**src/rtl/m_ttime_pkg.sv**
```systemverilog
// Shared constants and types for the midgetv cycle/instret/timer block.
package m_ttime_pkg;

    // CSR read selector encodings
    localparam logic [1:0] SEL_CYC_LO = 2'd0;
    localparam logic [1:0] SEL_CYC_HI = 2'd1;
    localparam logic [1:0] SEL_INS_LO = 2'd2;
    localparam logic [1:0] SEL_INS_HI = 2'd3;

    // mtimecmp comes out of reset at its maximum so tirq stays quiet
    localparam logic [63:0] MTIMECMP_RST = 64'hFFFF_FFFF_FFFF_FFFF;

    // Read port state machine
    typedef enum logic [1:0] {
        RD_IDLE = 2'd0,
        RD_WAIT = 2'd1,
        RD_ACK  = 2'd2
    } rd_state_e;

    // Instruction cycle count to increment: the 6-bit field encodes 64 as 0
    function automatic logic [6:0] cyc_inc(input logic [5:0] icnt);
        return (icnt == 6'd0) ? 7'd64 : {1'b0, icnt};
    endfunction

endpackage

```
**src/rtl/m_ttime_if.sv**
```systemverilog
// Bus between the core timing/CSR logic (master) and m_ttime (slave).
// Handshake: rd_req is a one-cycle request accepted only while the read
// state is idle; the requester then waits for the one-cycle rd_ack, during
// which rd_data is valid (and it is held afterwards until the next ack).
interface m_ttime_if;
    import m_ttime_pkg::*;

    logic        corerunning;
    logic        instr_done;
    logic [5:0]  icnt;
    logic        rd_req;
    logic [1:0]  rd_sel;
    logic        rd_ack;
    logic [31:0] rd_data;
    logic        cmp_we;
    logic        cmp_hi;
    logic [31:0] cmp_wdata;
    logic        tirq;
    rd_state_e   rd_state;

    modport master (
        output corerunning, instr_done, icnt, rd_req, rd_sel,
               cmp_we, cmp_hi, cmp_wdata,
        input  rd_ack, rd_data, tirq, rd_state
    );

    modport slave (
        input  corerunning, instr_done, icnt, rd_req, rd_sel,
               cmp_we, cmp_hi, cmp_wdata,
        output rd_ack, rd_data, tirq, rd_state
    );
endinterface

```
**src/rtl/m_cnt64_split.sv**
```systemverilog
// Two-phase 64-bit accumulator: lo and carry update on the event, hi absorbs
// the carry one cycle later so no 64-bit adder sits in a single path.
module m_cnt64_split (
    input  logic        clk,
    input  logic        rst,
    input  logic        en,
    input  logic [6:0]  inc,
    output logic [31:0] lo,
    output logic [31:0] hi,
    output logic        cy
);
    logic [32:0] lo_sum;

    assign lo_sum = {1'b0, lo} + {26'd0, inc};

    // Low half plus carry on each event; pending carry folds into hi next cycle
    always_ff @(posedge clk) begin
        if (rst) begin
            lo <= 32'd0;
            hi <= 32'd0;
            cy <= 1'b0;
        end else begin
            if (cy) begin
                hi <= hi + 32'd1;
            end
            if (en) begin
                lo <= lo_sum[31:0];
                cy <= lo_sum[32];
            end else begin
                cy <= 1'b0;
            end
        end
    end
endmodule

```
**src/rtl/m_ttime.sv**
```systemverilog
// Cycle (mcycle/time) and retired-instruction counters with a CSR read
// port and the machine-timer compare for midgetv.
module m_ttime
    import m_ttime_pkg::*;
#(
    parameter bit NO_INSTRET = 1'b0,
    parameter bit TIMECMP_EN = 1'b1
) (
    input  logic     clk,
    input  logic     rst,
    m_ttime_if.slave bus
);
    logic        event_en;
    logic [31:0] cyc_lo, cyc_hi;
    logic        cyc_cy;
    logic [31:0] ins_lo, ins_hi;
    logic        ins_cy;

    rd_state_e   state;
    logic [1:0]  sel_q;
    logic [31:0] data_q;
    logic [31:0] sel_data;
    logic        sel_cy;
    logic        tirq_q;

    assign event_en = bus.instr_done & bus.corerunning;

    m_cnt64_split u_cyc (
        .clk (clk),
        .rst (rst),
        .en  (event_en),
        .inc (cyc_inc(bus.icnt)),
        .lo  (cyc_lo),
        .hi  (cyc_hi),
        .cy  (cyc_cy)
    );

    if (NO_INSTRET) begin : g_no_instret
        assign ins_lo = 32'd0;
        assign ins_hi = 32'd0;
        assign ins_cy = 1'b0;
    end else begin : g_instret
        m_cnt64_split u_ins (
            .clk (clk),
            .rst (rst),
            .en  (event_en),
            .inc (7'd1),
            .lo  (ins_lo),
            .hi  (ins_hi),
            .cy  (ins_cy)
        );
    end

    // A pending carry on the requested counter costs one extra wait cycle
    assign sel_cy = bus.rd_sel[1] ? ins_cy : cyc_cy;

    always_comb begin
        sel_data = cyc_lo;
        case (sel_q)
            SEL_CYC_LO: sel_data = cyc_lo;
            SEL_CYC_HI: sel_data = cyc_hi;
            SEL_INS_LO: sel_data = ins_lo;
            SEL_INS_HI: sel_data = ins_hi;
            default:    sel_data = cyc_lo;
        endcase
    end

    // Read FSM: latch selector, optionally wait out a carry, then acknowledge
    always_ff @(posedge clk) begin
        if (rst) begin
            state  <= RD_IDLE;
            sel_q  <= SEL_CYC_LO;
            data_q <= 32'd0;
        end else begin
            case (state)
                RD_IDLE: begin
                    if (bus.rd_req) begin
                        sel_q <= bus.rd_sel;
                        state <= sel_cy ? RD_WAIT : RD_ACK;
                    end
                end
                RD_WAIT: state <= RD_ACK;
                RD_ACK: begin
                    data_q <= sel_data;
                    state  <= RD_IDLE;
                end
                default: state <= RD_IDLE;
            endcase
        end
    end

    // The ack cycle shows the live counter; afterwards the snapshot is held
    assign bus.rd_ack   = (state == RD_ACK);
    assign bus.rd_data  = (state == RD_ACK) ? sel_data : data_q;
    assign bus.rd_state = state;

    if (TIMECMP_EN) begin : g_timecmp
        logic [63:0] mtimecmp;

        // Half-word writes into mtimecmp and the registered >= compare
        always_ff @(posedge clk) begin
            if (rst) begin
                mtimecmp <= MTIMECMP_RST;
                tirq_q   <= 1'b0;
            end else begin
                if (bus.cmp_we) begin
                    if (bus.cmp_hi) begin
                        mtimecmp[63:32] <= bus.cmp_wdata;
                    end else begin
                        mtimecmp[31:0] <= bus.cmp_wdata;
                    end
                end
                tirq_q <= ({cyc_hi, cyc_lo} >= mtimecmp);
            end
        end
    end else begin : g_no_timecmp
        assign tirq_q = 1'b0;
    end

    assign bus.tirq = tirq_q;
endmodule

```
**src/flat_wrapper.sv**
```systemverilog
// flat-port wrapper written by rule: the top's interface ports become plain ports
module m_ttime_flat import m_ttime_pkg::*;
#(
    parameter bit NO_INSTRET = 1'b0,
    parameter bit TIMECMP_EN = 1'b1
)
  (clk, rst, bus_corerunning, bus_instr_done, bus_icnt, bus_rd_req, bus_rd_sel, bus_cmp_we, bus_cmp_hi, bus_cmp_wdata, bus_rd_ack, bus_rd_data, bus_tirq, bus_rd_state);
  m_ttime_if bus_i ();
  input  logic clk;
  input  logic rst;
  input wire logic [$bits(bus_i.corerunning)-1:0] bus_corerunning;
  input wire logic [$bits(bus_i.instr_done)-1:0] bus_instr_done;
  input wire logic [$bits(bus_i.icnt)-1:0] bus_icnt;
  input wire logic [$bits(bus_i.rd_req)-1:0] bus_rd_req;
  input wire logic [$bits(bus_i.rd_sel)-1:0] bus_rd_sel;
  input wire logic [$bits(bus_i.cmp_we)-1:0] bus_cmp_we;
  input wire logic [$bits(bus_i.cmp_hi)-1:0] bus_cmp_hi;
  input wire logic [$bits(bus_i.cmp_wdata)-1:0] bus_cmp_wdata;
  output wire logic [$bits(bus_i.rd_ack)-1:0] bus_rd_ack;
  output wire logic [$bits(bus_i.rd_data)-1:0] bus_rd_data;
  output wire logic [$bits(bus_i.tirq)-1:0] bus_tirq;
  output wire logic [$bits(bus_i.rd_state)-1:0] bus_rd_state;
  assign bus_i.corerunning = bus_corerunning;
  assign bus_i.instr_done = bus_instr_done;
  assign bus_i.icnt = bus_icnt;
  assign bus_i.rd_req = bus_rd_req;
  assign bus_i.rd_sel = bus_rd_sel;
  assign bus_i.cmp_we = bus_cmp_we;
  assign bus_i.cmp_hi = bus_cmp_hi;
  assign bus_i.cmp_wdata = bus_cmp_wdata;
  assign bus_rd_ack = bus_i.rd_ack;
  assign bus_rd_data = bus_i.rd_data;
  assign bus_tirq = bus_i.tirq;
  assign bus_rd_state = bus_i.rd_state;
  m_ttime #(.NO_INSTRET(NO_INSTRET), .TIMECMP_EN(TIMECMP_EN)) u_core (.clk(clk), .rst(rst), .bus(bus_i));
endmodule
```
**config.mk**
```make
export PLATFORM = sky130hd
export DESIGN_NAME = m_ttime_flat
export DESIGN_NICKNAME = d
export VERILOG_FILES = /design/src/rtl/m_ttime_pkg.sv /design/src/rtl/m_ttime_if.sv /design/src/rtl/m_cnt64_split.sv /design/src/rtl/m_ttime.sv /design/src/flat_wrapper.sv
export SDC_FILE = /design/constraint.sdc
export NUM_CORES = 1
export LEC_CHECK = 0
export ABC_AREA = 1
export CAP_MARGIN = 20
export CELL_PAD_IN_SITES_DETAIL_PLACEMENT = 0
export CELL_PAD_IN_SITES_GLOBAL_PLACEMENT = 1
export CORE_MARGIN = 2
export CORE_UTILIZATION = 47
export DETAILED_ROUTE_END_ITERATION = 7
export PLACE_DENSITY = 0.83
export SETUP_SLACK_MARGIN = 0.05
export SYNTH_ARGS = -nofsm -noshare
export SYNTH_HDL_FRONTEND = slang
export SYNTH_SLANG_ARGS = --single-unit
```
**constraint.sdc**
```tcl
create_clock -name clk -period 4.3 [get_ports clk]
set_input_delay 0.43 -clock clk [delete_from_list [all_inputs] [get_ports clk]]
set_output_delay 0.43 -clock clk [all_outputs]
set_load 0.05 [all_outputs]
```
==> Implementation_results.wiki, run 1 <==
{| class="wikitable"
! Metric !! Value
|-
| Pin count of the biggest net entering global routing || 95
|-
| Sequential cell area fraction in the yosys report || 0.352
|-
| Result of the run || finished clean
|-
| GR Util All Layers || 0.301
|-
| Maximum buffer depth of the clock tree || 3
|-
| Fin crit share || 0.893
|-
| Final nets || 2080
|-
| Placer's final routability congestion estimate || 0.967
|-
| Dpl ws || 1.17 ns
|-
| First-pass GRT wire length || slightly below 70000 microns
|-
| Number of synthesis warnings || 0
|-
| Antenna violations before repair || 0
|-
| Die footprint || 0.0293 sq mm
|-
| Iteration-0 DRC Markers || 1147
|-
| Floorplan Core Area || 0.0276 sq mm
|-
| Max rail drop VDD || 285 uV
|-
| Startpoint type of the worst setup path || flop
|-
| Fill cells || 2779
|-
| Overflow after GRT || 0
|-
| Vias in the first global route || around 12000
|-
| Area leader, netlist || sky130_fd_sc_hd__dfxtp_1
|-
| R2R depth || 11
|-
| Number of rows in the core area || 61
|-
| Flop and latch count out of synthesis || 231
|-
| Syn Area/Cell || 6.89 sq um
|-
| Count of flip-flops with a built-in enable after synthesis || 0
|-
| Startpoint of the most critical hold path || rst
|-
| Launch point of the worst reg-to-reg path || u_core.u_cyc.lo[1]
|-
| Antenna cell count || 0
|-
| Cell count after synthesis || about 1900
|-
| Endpoint of the most critical setup path || bus_rd_data[30]
|-
| Hold_ws || 0.379 ns
|-
| First-pass detailed-route iteration total || 5
|-
| Buffers on Ports || 82
|-
| Height of the die || 171 microns
|-
| Number of hold buffers added after CTS || 0
|-
| Max-slew violations || 0
|-
| Fin crit period || 3.84 ns
|-
| Max FO, Critical Path || 20
|-
| Final count of hold timing violations || 0
|-
| Register-to-register setup slack || 2.05 ns
|-
| Number of levels in the clock H-tree || 1
|-
| Proportion of netlist area held by the largest area contributor || 0.352
|-
| Power density cells || 345 mW/mm^2
|-
| Top cells by count, synth || 414 x sky130_fd_sc_hd__nand2_1, 268 x sky130_fd_sc_hd__inv_1, 231 x sky130_fd_sc_hd__dfxtp_1
|-
| Critical path origin || u_core.sel_q[0]
|-
| Power after layout || 0.00522 W
|-
| Clock latency on the worst-skew pair || about 0.55 ns
|-
| Clock tree from TritonCTS || yes
|-
| Horizontal die dimension || 171 microns
|-
| Max Cap Violations || 0
|-
| Tightest Hold Check Type || in -> reg
|-
| Required time of the critical path || 3.87 ns
|-
| CP Capture Type || primary output
|-
| DRC violations left || 0
|-
| Post-cts gate resize count || 0
|-
| TritonCTS Buffers || 27
|-
| Clock-pin slew of the registers on the worst-case setup and hold paths || 0.07 ns
|-
| Antenna Violating Nets Remaining || 0
|-
| Leading post-synthesis cells by cell area || sky130_fd_sc_hd__dfxtp_1 35%, sky130_fd_sc_hd__nand2_1 12%, sky130_fd_sc_hd__inv_1 7.7%
|-
| Total Routed Length || 43600 microns
|-
| Area growth syn-to-layout || 14.9%
|-
| HPWL Detailed || 33500 microns
|-
| Post-synthesis cell type count || 46
|-
| Most frequent cell after synthesis || sky130_fd_sc_hd__nand2_1
|-
| Fraction of layout instances using a drive strength above 1 || 0.0516
|-
| End of the worst register-to-register path || u_core.u_cyc.lo[18]
|-
| Via/cell ratio || 5.38
|-
| Post-Synthesis Net Count || 2031
|-
| Worst slew slack as a fraction of its limit || 0.297
|-
| Post-CTS setup-driven buffer insertion count || 0
|-
| Top-level port count || slightly above 80
|-
| Worst slew pin tran || 1.05 ns
|-
| Via count || 12654
|-
| Synthesized cell area || about 0.013 sq mm
|-
| Initial Utilization || 0.476
|-
| Maximum frequency from static timing analysis || 260 MHz
|-
| Most common flop cell mapped by yosys || sky130_fd_sc_hd__dfxtp_1
|-
| Detailed-route wire length per cell || 18.5 microns
|-
| Final setup slack of the worst path || 0.458 ns
|-
| Kind of critical path || reg -> out
|-
| Number of failing setup endpoints in the final timing report || 0
|-
| RSZ-0062 raised after global routing || no
|-
| Total negative slack || 0 ns
|-
| Sink count of the clock tree || 231
|-
| Fraction of synthesis flops using an asynchronous set or reset pin || 0
|-
| Final clock skew || 0.0251 ns
|-
| Clock Tree Root || sky130_fd_sc_hd__clkbuf_16
|-
| Pleak || 6.17 nW
|-
| Data arrival time of the worst path || 3.41 ns
|}
-- metal layers --
layer / GRT usage / up-vias / share of wire
met1: 0.418 / 5762 / 0.46
met3: 0.0831 / 82 / 0.091
met2: 0.463 / 405 / 0.43
li1: - / 6405 / -
met5: 0 / - / 0
met4: 0.0707 / 0 / 0.024
-- critical path, cell delays in order, from the launching register on --
cell	delay [ns]
sky130_fd_sc_hd__dfxtp_1	0.40
sky130_fd_sc_hd__nand2_1	0.40
sky130_fd_sc_hd__inv_1	0.52
sky130_fd_sc_hd__nand2_1	0.11
sky130_fd_sc_hd__o21ai_1	0.11
sky130_fd_sc_hd__a211oi_1	0.09
sky130_fd_sc_hd__a21oi_1	0.33
sky130_fd_sc_hd__clkdlybuf4s50_1	0.88
-- cell families after synthesis --
group	synth area share
AO/OA/AOI/OAI	0.174
XOR/XNOR	0.0266
adder cells (fa/ha/maj)	0.0719
buffers and inverters	0.102
flip-flops	0.352
AND/OR/NAND/NOR	0.273
-- sequential cells by signal (all words and copies together), names as in the netlist --
name                       flops
u_core.sel_q                   2
u_core.data_q                 32
u_core.g_instret.u_ins.lo     32
u_core.bus.rd_state            2
u_core.bus.tirq                1
u_core.u_cyc.cy                1
u_core.g_instret.u_ins.hi     32
u_core.g_timecmp.mtimecmp     64
u_core.g_instret.u_ins.cy      1
u_core.u_cyc.hi               32
u_core.u_cyc.lo               32
-- layout by cell type, fill, tap and decap left out, types with 40 or more instances in the layout --
cell type,n
sky130_fd_sc_hd__clkdlybuf4s50_1,81
sky130_fd_sc_hd__o21ai_0,72
sky130_fd_sc_hd__inv_1,267
sky130_fd_sc_hd__a211oi_1,47
sky130_fd_sc_hd__o211ai_1,64
sky130_fd_sc_hd__nor3_1,52
sky130_fd_sc_hd__nand4_1,40
sky130_fd_sc_hd__dfxtp_1,231
sky130_fd_sc_hd__nor2_1,205
sky130_fd_sc_hd__nand2_1,414
sky130_fd_sc_hd__a21oi_1,142
sky130_fd_sc_hd__nand3_1,69
sky130_fd_sc_hd__ha_1,74
-- worst min path at each step --
stage                                     to  slack (ns)  cells past startpoint
after CTS                 u_core.u_cyc.hi[0]        0.38                      2
after detailed placement   u_core.data_q[25]        0.45                      2
after global placement     u_core.data_q[24]        0.45                      2
after floorplan             u_core.data_q[0]        0.44                      2
final                     u_core.u_cyc.hi[0]        0.38                      2
after global routing      u_core.u_cyc.hi[0]        0.40                      2
-- where the power goes --
part / switching, W / internal, W / total (W)
combinational: 0.000435 / 0.000203 / 0.000638
clock: 0.000935 / 0.00141 / 0.00234
sequential: 0.0000287 / 0.00221 / 0.00224
-- stage by stage --
stage | cells | instance area, sq um | utilization
4_1_cts | 2353 | 15100 | 0.547
2_1_floorplan | 1909 | 13100 | -
6_report | 2353 | 15100 | 0.547
3_3_place_gp | 2307 | 14200 | 0.515
5_1_grt | 2353 | 15100 | 0.547
3_5_place_dp | 2307 | 14200 | 0.515
-- area by class of cell --
cell class	count	area, sq um	share of cell area
clock buffer	37	763	0.0505
clock inverter	9	120	0.00795
inverter	285	1070	0.0710
multi-input combinational	1324	7190	0.476
sequential	231	4620	0.306
tap	378	473	0.0313
timing repair buffer	89	871	0.0576
Note: power is estimated with default switching activity, not from simulation.
==> inputs of run 2 (changes only) <==
--- a/config.mk
+++ b/config.mk
@@ -13,6 +13,7 @@
 export CORE_UTILIZATION = 47
 export DETAILED_ROUTE_END_ITERATION = 7
 export PLACE_DENSITY = 0.83
+export REMOVE_ABC_BUFFERS = 1
 export SETUP_SLACK_MARGIN = 0.05
 export SYNTH_ARGS = -nofsm -noshare
 export SYNTH_HDL_FRONTEND = slang
==> run 2 against run 1 <==
  * Sequential cell count stayed put
  * Highest routed layer unchanged
  * Global-route usage is 1.2 points lower
  * Combinational power is 3.6% lower
  * Core utilization is 0.17 points higher
  * Hold slack worse by 0.12 ns
  * Power is 0.33% higher
==> Implementation_results.wiki, run 2 (same netlist as run 1, synthesis figures left out) <==
{| class="wikitable"
! Metric !! Value
|-
| Switching power total || 0.00139 W (-0.88%)
|-
| Antenna cell count || 0 (unchanged)
|-
| Result of the run || finished clean
|-
| Clock tree from TritonCTS || yes
|-
| Leading cell types in the layout, fill and taps excluded || 414 x sky130_fd_sc_hd__nand2_1, 267 x sky130_fd_sc_hd__inv_1, 231 x sky130_fd_sc_hd__dfxtp_1
|-
| RSZ-0062 raised after global routing || no
|-
| Max FO, Critical Path || 28 (+40%)
|-
| Fin crit share || 0.870 (-0.0234)
|-
| Pleak || 6.18 nW (+0.26%)
|-
| Kind of critical path || reg -> out
|-
| Area growth syn-to-layout || 15.3%
|-
| Power after layout || 0.00523 W (+0.33%)
|-
| Worst slew pin tran || 1.10 ns (+0.0461 ns)
|-
| Register containing the most flip-flops in the final layout || u_core.g_timecmp.mtimecmp
|-
| Buffers on Ports || 82 (unchanged)
|-
| Number of failing setup endpoints in the final timing report || 0 (unchanged)
|-
| Maximum buffer depth of the clock tree || 3 (unchanged)
|-
| Post-CTS setup-driven buffer insertion count || 0 (unchanged)
|-
| Maximum frequency from static timing analysis || 267 MHz (+2.7%)
|-
| HPWL Detailed || 32100 microns (-3.9%)
|-
| Part of the total power dissipated in sequential elements || 0.428 (about the same)
|-
| Final clock skew || 0.0115 ns (-0.0136 ns)
|-
| Clock-pin slew of the registers on the worst-case setup and hold paths || 0.06 ns (about the same)
|-
| TritonCTS Buffers || 28 (+3.7%)
|-
| Fill cells || 2799 (+0.72%)
|-
| Post-cts gate resize count || 0 (unchanged)
|-
| Worst hold path cell count || 2 (unchanged)
|-
| Height of the die || 171 microns (unchanged)
|-
| Final setup slack of the worst path || 0.559 ns (+0.100 ns)
|-
| Via count || 12699 (+0.36%)
|-
| Startpoint type of the worst setup path || flop
|-
| Startpoint of the most critical hold path || rst
|-
| Combinational share of power || 0.118 (-0.004)
|-
| Power density cells || 345 mW/mm^2 (about the same)
|-
| WHS Endpoint || u_core.g_instret.u_ins.hi[13]
|-
| Sink count of the clock tree || 231 (unchanged)
|-
| Final core area utilization || 0.549 (+0.00172)
|-
| Floorplan Core Area || 0.0276 sq mm (unchanged)
|-
| Horizontal die dimension || 171 microns (unchanged)
|-
| Clock latency on the worst-skew pair || 0.55 ns (about the same)
|-
| Internal Power || 0.00385 W (+0.77%)
|-
| Max-slew violations || 0 (unchanged)
|-
| Switching part of the total || 0.265 (-0.00322)
|-
| Fraction of power consumed by the clock network || 0.454 (+0.005)
|-
| Worst slew slack as a fraction of its limit || 0.268 (-0.0297)
|-
| Clock Tree Root || sky130_fd_sc_hd__clkbuf_16
|-
| CP Capture Type || primary output
|-
| End of the worst register-to-register path || u_core.u_cyc.lo[18]
|-
| First-pass GRT wire length || 65600 microns (-2.9%)
|-
| Hold_ws || 0.257 ns (-0.123 ns)
|-
| Antenna Violating Nets Remaining || 0 (unchanged)
|-
| Final count of hold timing violations || 0 (unchanged)
|-
| Fin crit period || 3.74 ns (-0.100 ns)
|-
| Top-level port count || 83 (unchanged)
|-
| Via/cell ratio || 5.38 (+0.10%)
|-
| Number of rows in the core area || 61 (unchanged)
|-
| DRC violations left || 0 (unchanged)
|-
| Register-to-register setup slack || 1.92 ns (-0.13 ns)
|-
| Tightest Hold Check Type || in -> reg
|-
| Launch point of the worst reg-to-reg path || u_core.u_cyc.lo[1]
|-
| Vias in the first global route || 11424 (-1.3%)
|-
| Pin count of the biggest net entering global routing || 90 (-5.3%)
|-
| GR Util All Layers || 0.289 (-0.0117)
|-
| Max Cap Violations || 0 (unchanged)
|-
| Number of flip-flops in the largest register || 64 (unchanged)
|-
| Placer's final routability congestion estimate || 0.942 (-2.6%)
|-
| Data arrival time of the worst path || 3.31 ns (-0.10 ns)
|-
| Die footprint || 0.0293 sq mm (unchanged)
|-
| Antenna violations before repair || 0 (unchanged)
|-
| Max rail drop VDD || 285 uV (-0.11%)
|-
| R2R depth || 11 (unchanged)
|-
| Number of levels in the clock H-tree || 1 (unchanged)
|-
| Number of hold buffers added after CTS || 0 (unchanged)
|-
| Final nets || 2083 (+0.14%)
|-
| First-pass detailed-route iteration total || 5 (unchanged)
|-
| Overflow after GRT || 0 (unchanged)
|-
| Dpl ws || 1.17 ns (-0.000760 ns)
|-
| Iteration-0 DRC Markers || 1134 (-1.1%)
|-
| Detailed-route wire length per cell || 18.0 microns (-2.9%)
|-
| Leading cell type in the layout, fill and taps excluded || sky130_fd_sc_hd__nand2_1
|-
| Required time of the critical path || 3.87 ns (about the same)
|-
| Initial Utilization || 0.476 (unchanged)
|-
| Total Routed Length || 42500 microns (-2.7%)
|-
| Fraction of layout instances using a drive strength above 1 || 0.0525 (+0.000853)
|}
==> run 2: power by group through the flow <==
stage / combinational, W / sequential [W] / clock [W]
after floorplan: 0.000385 / 0.00228 / 0
after global placement: 0.000603 / 0.00228 / 0
after detailed placement: 0.000610 / 0.00229 / 0
after CTS: 0.000615 / 0.00224 / 0.00243
after global routing: 0.000676 / 0.00225 / 0.00251
final: 0.000615 / 0.00224 / 0.00238
==> run 2: how the worst max path moves through the flow <==
stage                                 startpoint              end  slack [ns]
final                            u_core.sel_q[1]   bus_rd_data[1]        0.56
after detailed placement         u_core.sel_q[0]  bus_rd_data[16]        1.17
after floorplan           u_core.bus.rd_state[1]   bus_rd_data[0]       -0.12
after global routing             u_core.sel_q[0]  bus_rd_data[16]        0.39
after global placement           u_core.sel_q[0]  bus_rd_data[21]        1.23
after CTS                        u_core.sel_q[0]  bus_rd_data[16]        0.58
==> run 2: routing by layer <==
layer | part of all wire | vias to the layer above | track usage
met4 | 0.022 | 0 | 0.0682
met5 | 0 | - | 0
met2 | 0.43 | 390 | 0.441
met1 | 0.49 | 5829 | 0.426
met3 | 0.067 | 60 | 0.0451
li1 | - | 6420 | -
==> run 2: cell type report <==
| type | count | area, sq um | area share |
|---|---|---|---|
| inverters | 285 | 1070 | 0.0708 |
| clock inverters | 7 | 87.6 | 0.00578 |
| multi-input cells | 1324 | 7190 | 0.474 |
| well taps | 378 | 473 | 0.0312 |
| flip-flops and latches | 231 | 4620 | 0.305 |
| repair buffers | 91 | 886 | 0.0584 |
| clock buffers | 43 | 828 | 0.0546 |
==> run 2: worst max-delay path, stage by stage, from the launching register on <==
cell                              delay, ns
sky130_fd_sc_hd__dfxtp_1               0.38
sky130_fd_sc_hd__inv_2                 0.06
sky130_fd_sc_hd__or2_1                 0.58
sky130_fd_sc_hd__o221ai_1              0.61
sky130_fd_sc_hd__nor2_1                0.13
sky130_fd_sc_hd__a21oi_1               0.17
sky130_fd_sc_hd__clkdlybuf4s50_1       0.83
==> run 2: stage by stage <==
stage / instances / area, sq um / setup TNS, ns
3_3_place_gp: 2309 / 14200 / 0
6_report: 2359 / 15200 / 0
4_1_cts: 2359 / 15200 / 0
2_1_floorplan: 1840 / 12900 / -3.82
3_5_place_dp: 2309 / 14200 / 0
5_1_grt: 2359 / 15200 / 0
==> inputs of run 3 (changes only) <==
--- a/config.mk
+++ b/config.mk
@@ -17,4 +17,5 @@
 export SETUP_SLACK_MARGIN = 0.05
 export SYNTH_ARGS = -nofsm -noshare
 export SYNTH_HDL_FRONTEND = slang
+export SYNTH_HIERARCHICAL = 1
 export SYNTH_SLANG_ARGS = --single-unit
==> run 3 against run 2 <==
  * Power increased by 4.1%
  * Hold slack improved by 0.12 ns
  * Highest routed layer unchanged
  * Sequential power about the same
  * Sequential share of layout area decreased by 1.8 points
  * Largest power group unchanged
==> Implementation_results.wiki, run 3 <==
{| class="wikitable"
! Metric !! Value
|-
| Part of the total power dissipated in sequential elements || 0.411 (-0.017)
|-
| Iteration-0 DRC Markers || 1096 (-3.4%)
|-
| WHS Endpoint || u_core/u_cyc/lo[30]
|-
| Antenna violations before repair || 0 (unchanged)
|-
| Fin crit period || 3.70 ns (-0.0400 ns)
|-
| Register-to-register setup slack || 2.12 ns (+0.20 ns)
|-
| Final count of hold timing violations || 0 (unchanged)
|-
| Final nets || 2292 (+10%)
|-
| Via count || 13677 (+7.7%)
|-
| Internal Power || 0.00401 W (+4.3%)
|-
| Hold_ws || 0.380 ns (+0.123 ns)
|-
| Switching power total || 0.00144 W (+3.7%)
|-
| Number of rows in the core area || 63 (+3.3%)
|-
| Count of flip-flops with a built-in enable after synthesis || 0 (unchanged)
|-
| Top cells by count, synth || 572 x sky130_fd_sc_hd__nand2_1, 296 x sky130_fd_sc_hd__nor2_1, 275 x sky130_fd_sc_hd__inv_1
|-
| Post-cts gate resize count || 0 (unchanged)
|-
| Detailed-route wire length per cell || 17.0 microns (-5.5%)
|-
| Arithmetic-cell share of the synthesized area counting full adders, half adders and majority gates || 0.0740 (+0.00211)
|-
| Number of flip-flops in the largest register || 64 (unchanged)
|-
| Fraction of layout instances using a drive strength above 1 || 0.0714 (+0.0189)
|-
| Height of the die || 177 microns (+3.3%)
|-
| Die footprint || 0.0313 sq mm (+6.8%)
|-
| Post-placement cell count || 2523 (+9.3%)
|-
| Worst slew slack as a fraction of its limit || 0.310 (+0.0419)
|-
| Max-slew violations || 0 (unchanged)
|-
| Final clock skew || 0.0102 ns (-0.00129 ns)
|-
| End of the worst register-to-register path || u_core/bus.tirq
|-
| Worst slew pin tran || 1.04 ns (-0.0629 ns)
|-
| HPWL Detailed || 32900 microns (+2.5%)
|-
| Post-CTS setup-driven buffer insertion count || 0 (unchanged)
|-
| Area leader, netlist || sky130_fd_sc_hd__dfxtp_1
|-
| Most common flop cell mapped by yosys || sky130_fd_sc_hd__dfxtp_1
|-
| Vias in the first global route || 12670 (+11%)
|-
| Maximum buffer depth of the clock tree || 3 (unchanged)
|-
| Register containing the most flip-flops in the final layout || u_core/g_timecmp.mtimecmp
|-
| Max Cap Violations || 0 (unchanged)
|-
| Power density cells || 338 mW/mm^2 (-2.2%)
|-
| Floorplan Core Area || 0.0296 sq mm (+7.0%)
|-
| Startpoint of the most critical hold path || rst
|-
| First-pass detailed-route iteration total || 6 (+1)
|-
| CP Capture Type || primary output
|-
| Sink count of the clock tree || 231 (unchanged)
|-
| Fraction of power consumed by the clock network || 0.468 (+0.014)
|-
| Launch point of the worst reg-to-reg path || u_core/u_cyc/lo[28]
|-
| Placer's final routability congestion estimate || 0.891 (-5.4%)
|-
| GR Util All Layers || 0.282 (-0.00704)
|-
| Most frequent cell after synthesis || sky130_fd_sc_hd__nand2_1
|-
| Fraction of synthesized area in multiplexers || 0.000712 (+0.000712)
|-
| Syn Area/Cell || 6.69 sq um (-2.9%)
|-
| Top-level port count || 83 (unchanged)
|-
| Total Routed Length || 43800 microns (+3.2%)
|-
| Final core area utilization || 0.546 (-0.00291)
|-
| Pleak || 7.02 nW (+14%)
|-
| Via/cell ratio || 5.31 (-1.3%)
|-
| Switching part of the total || 0.264 (-0.000997)
|-
| Combinational share of power || 0.120 (+0.002)
|-
| TritonCTS Buffers || 28 (unchanged)
|-
| Clock Tree Root || sky130_fd_sc_hd__clkbuf_16
|-
| Max rail drop VDD || 343 uV (+20%)
|-
| Number of levels in the clock H-tree || 1 (unchanged)
|-
| Fin crit share || 0.861 (-0.00930)
|-
| Total negative slack || 0 ns (unchanged)
|-
| Filler-free cell count of the finished design || 2575 (+9.2%)
|-
| R2R depth || 8 (-3)
|-
| Proportion of netlist area held by the largest area contributor || 0.329 (-0.0228)
|-
| Post-synthesis cell type count || 49 (+6.5%)
|-
| Number of hold buffers added after CTS || 0 (unchanged)
|-
| Fraction of synthesis flops using an asynchronous set or reset pin || 0 (unchanged)
|-
| Required time of the critical path || 3.87 ns (about the same)
|-
| Share of the synthesized area in compound gates (AO/OA/AOI/OAI) || 0.140 (-0.0346)
|-
| Cell count after synthesis || 2101 (+10%)
|-
| Max FO, Critical Path || 52 (+86%)
|-
| Clock tree from TritonCTS || yes
|-
| First-pass GRT wire length || 69600 microns (+6.2%)
|-
| Antenna cell count || 0 (unchanged)
|-
| Leading cell type in the layout, fill and taps excluded || sky130_fd_sc_hd__nand2_1
|-
| Number of failing setup endpoints in the final timing report || 0 (unchanged)
|-
| Pin count of the biggest net entering global routing || 65 (-28%)
|-
| Worst hold path cell count || 2 (unchanged)
|-
| Result of the run || finished clean
|-
| Antenna Violating Nets Remaining || 0 (unchanged)
|-
| Buffers on Ports || 82 (unchanged)
|-
| Largest family of logic cells by synthesized area || simple AND/OR/NAND/NOR gates
|-
| Kind of critical path || reg -> out
|-
| Data arrival time of the worst path || 3.27 ns (-0.04 ns)
|-
| Clock latency on the worst-skew pair || 0.55 ns (about the same)
|-
| Number of synthesis warnings || 6 (+6)
|-
| Overflow after GRT || 0 (unchanged)
|-
| Leading cell types in the layout, fill and taps excluded || 572 x sky130_fd_sc_hd__nand2_1, 295 x sky130_fd_sc_hd__nor2_1, 274 x sky130_fd_sc_hd__inv_1
|-
| Initial Utilization || 0.476 (about the same)
|-
| Tightest Hold Check Type || in -> reg
|-
| Xor/xnor share of the synthesized area || 0.00872 (-0.0179)
|-
| DRC violations left || 0 (unchanged)
|-
| Startpoint type of the worst setup path || flop
|-
| Flop and latch count out of synthesis || 231 (unchanged)
|-
| Share of synthesized cell area in and, or, nand and nor gates || 0.347 (+0.0742)
|-
| Area growth syn-to-layout || 14.8%
|-
| Sequential cell area fraction in the yosys report || 0.329 (-0.0228)
|-
| Maximum frequency from static timing analysis || 270 MHz (+1.1%)
|-
| Horizontal die dimension || 177 microns (+3.3%)
|-
| Synthesized cell area || 0.0141 sq mm (+6.9%)
|-
| Clock-pin slew of the registers on the worst-case setup and hold paths || 0.06 ns (about the same)
|-
| RSZ-0062 raised after global routing || no
|-
| Leading post-synthesis cells by cell area || sky130_fd_sc_hd__dfxtp_1 33%, sky130_fd_sc_hd__nand2_1 15%, sky130_fd_sc_hd__nor2_1 7.9%
|}
-- run 3: cell types whose count changed after synthesis, sizes merged, moves of 19 or more --
cell / delta
clkbuf: -23
nand2: +158
o21ai: -20
xor2: -24
o221ai: -19
nor3: -33
a211oi: -30
nor2: +102
nand3: +37
buf: +20
a21oi: -35
-- run 3: cell type report --
type	count	area (sq um)
Fill cell	2966	13400
Tap cell	390	488
Timing Repair Buffer	92	891
Inverter	286	1070
Clock buffer	43	878
Multi-Input combinational cell	1524	8060
Clock inverter	9	123
Sequential cell	231	4620
-- run 3: worst max path at each step --
stage               slack (ns)                   start  cells past startpoint         endpoint
detailed placement        1.23  u_core/bus.rd_state[1]                      7  bus_rd_data[10]
floorplan                 0.81  u_core/bus.rd_state[1]                      4   bus_rd_data[0]
global route              0.45  u_core/bus.rd_state[1]                      7  bus_rd_data[31]
CTS                       0.64  u_core/bus.rd_state[1]                      7  bus_rd_data[10]
global placement          1.24  u_core/bus.rd_state[1]                      7  bus_rd_data[10]
finish                    0.60  u_core/bus.rd_state[1]                      7  bus_rd_data[10]
-- run 3: power groups by stage --
stage	registers (W)	logic, W	clock network, W
3_5_place_dp	0.00229	0.000652	0
5_1_grt	0.00225	0.000726	0.00269
2_1_floorplan	0.00228	0.000425	0
4_1_cts	0.00224	0.000656	0.00260
6_report	0.00224	0.000657	0.00255
3_3_place_gp	0.00229	0.000645	0
-- run 3: metrics by stage --
step / area [sq um] / power [W] / worst slack (ns)
global placement: 15100 / 0.00293 / 1.24
CTS: 16100 / 0.00550 / 0.642
finish: 16100 / 0.00545 / 0.599
detailed placement: 15100 / 0.00294 / 1.23
global route: 16100 / 0.00566 / 0.446
floorplan: 13700 / 0.00270 / 0.812
-- run 3: per-layer routing --
| layer | routed length, microns | track usage | vias to the layer above |
|---|---|---|---|
| li1 | - | - | 6920 |
| met1 | 20600 | 0.397 | 6284 |
| met2 | 19300 | 0.452 | 396 |
| met3 | 2660 | 0.0359 | 77 |
| met4 | 1310 | 0.0789 | 0 |
| met5 | 0 | 0 | - |
-- run 3: logic make-up (layout without fill, tap and decap cells) --
logic type	count (synthesis)	in the layout
compound gates	295	295
xor+xnor	14	14
fa+ha+maj	82	82
buf+inv	352	430
flops	231	231
mux	1	1
other cells	2	8
simple gates	1124	1124
-- run 3: critical path: stages, from the launching register on --
cell and delay [ns]:
sky130_fd_sc_hd__dfxtp_1 0.32, sky130_fd_sc_hd__inv_1 0.09, sky130_fd_sc_hd__nor2_2 0.03, sky130_fd_sc_hd__buf_4 0.22, sky130_fd_sc_hd__inv_2 0.74, sky130_fd_sc_hd__a211oi_2 0.11, sky130_fd_sc_hd__a21oi_1 0.31, sky130_fd_sc_hd__clkdlybuf4s50_1 0.87
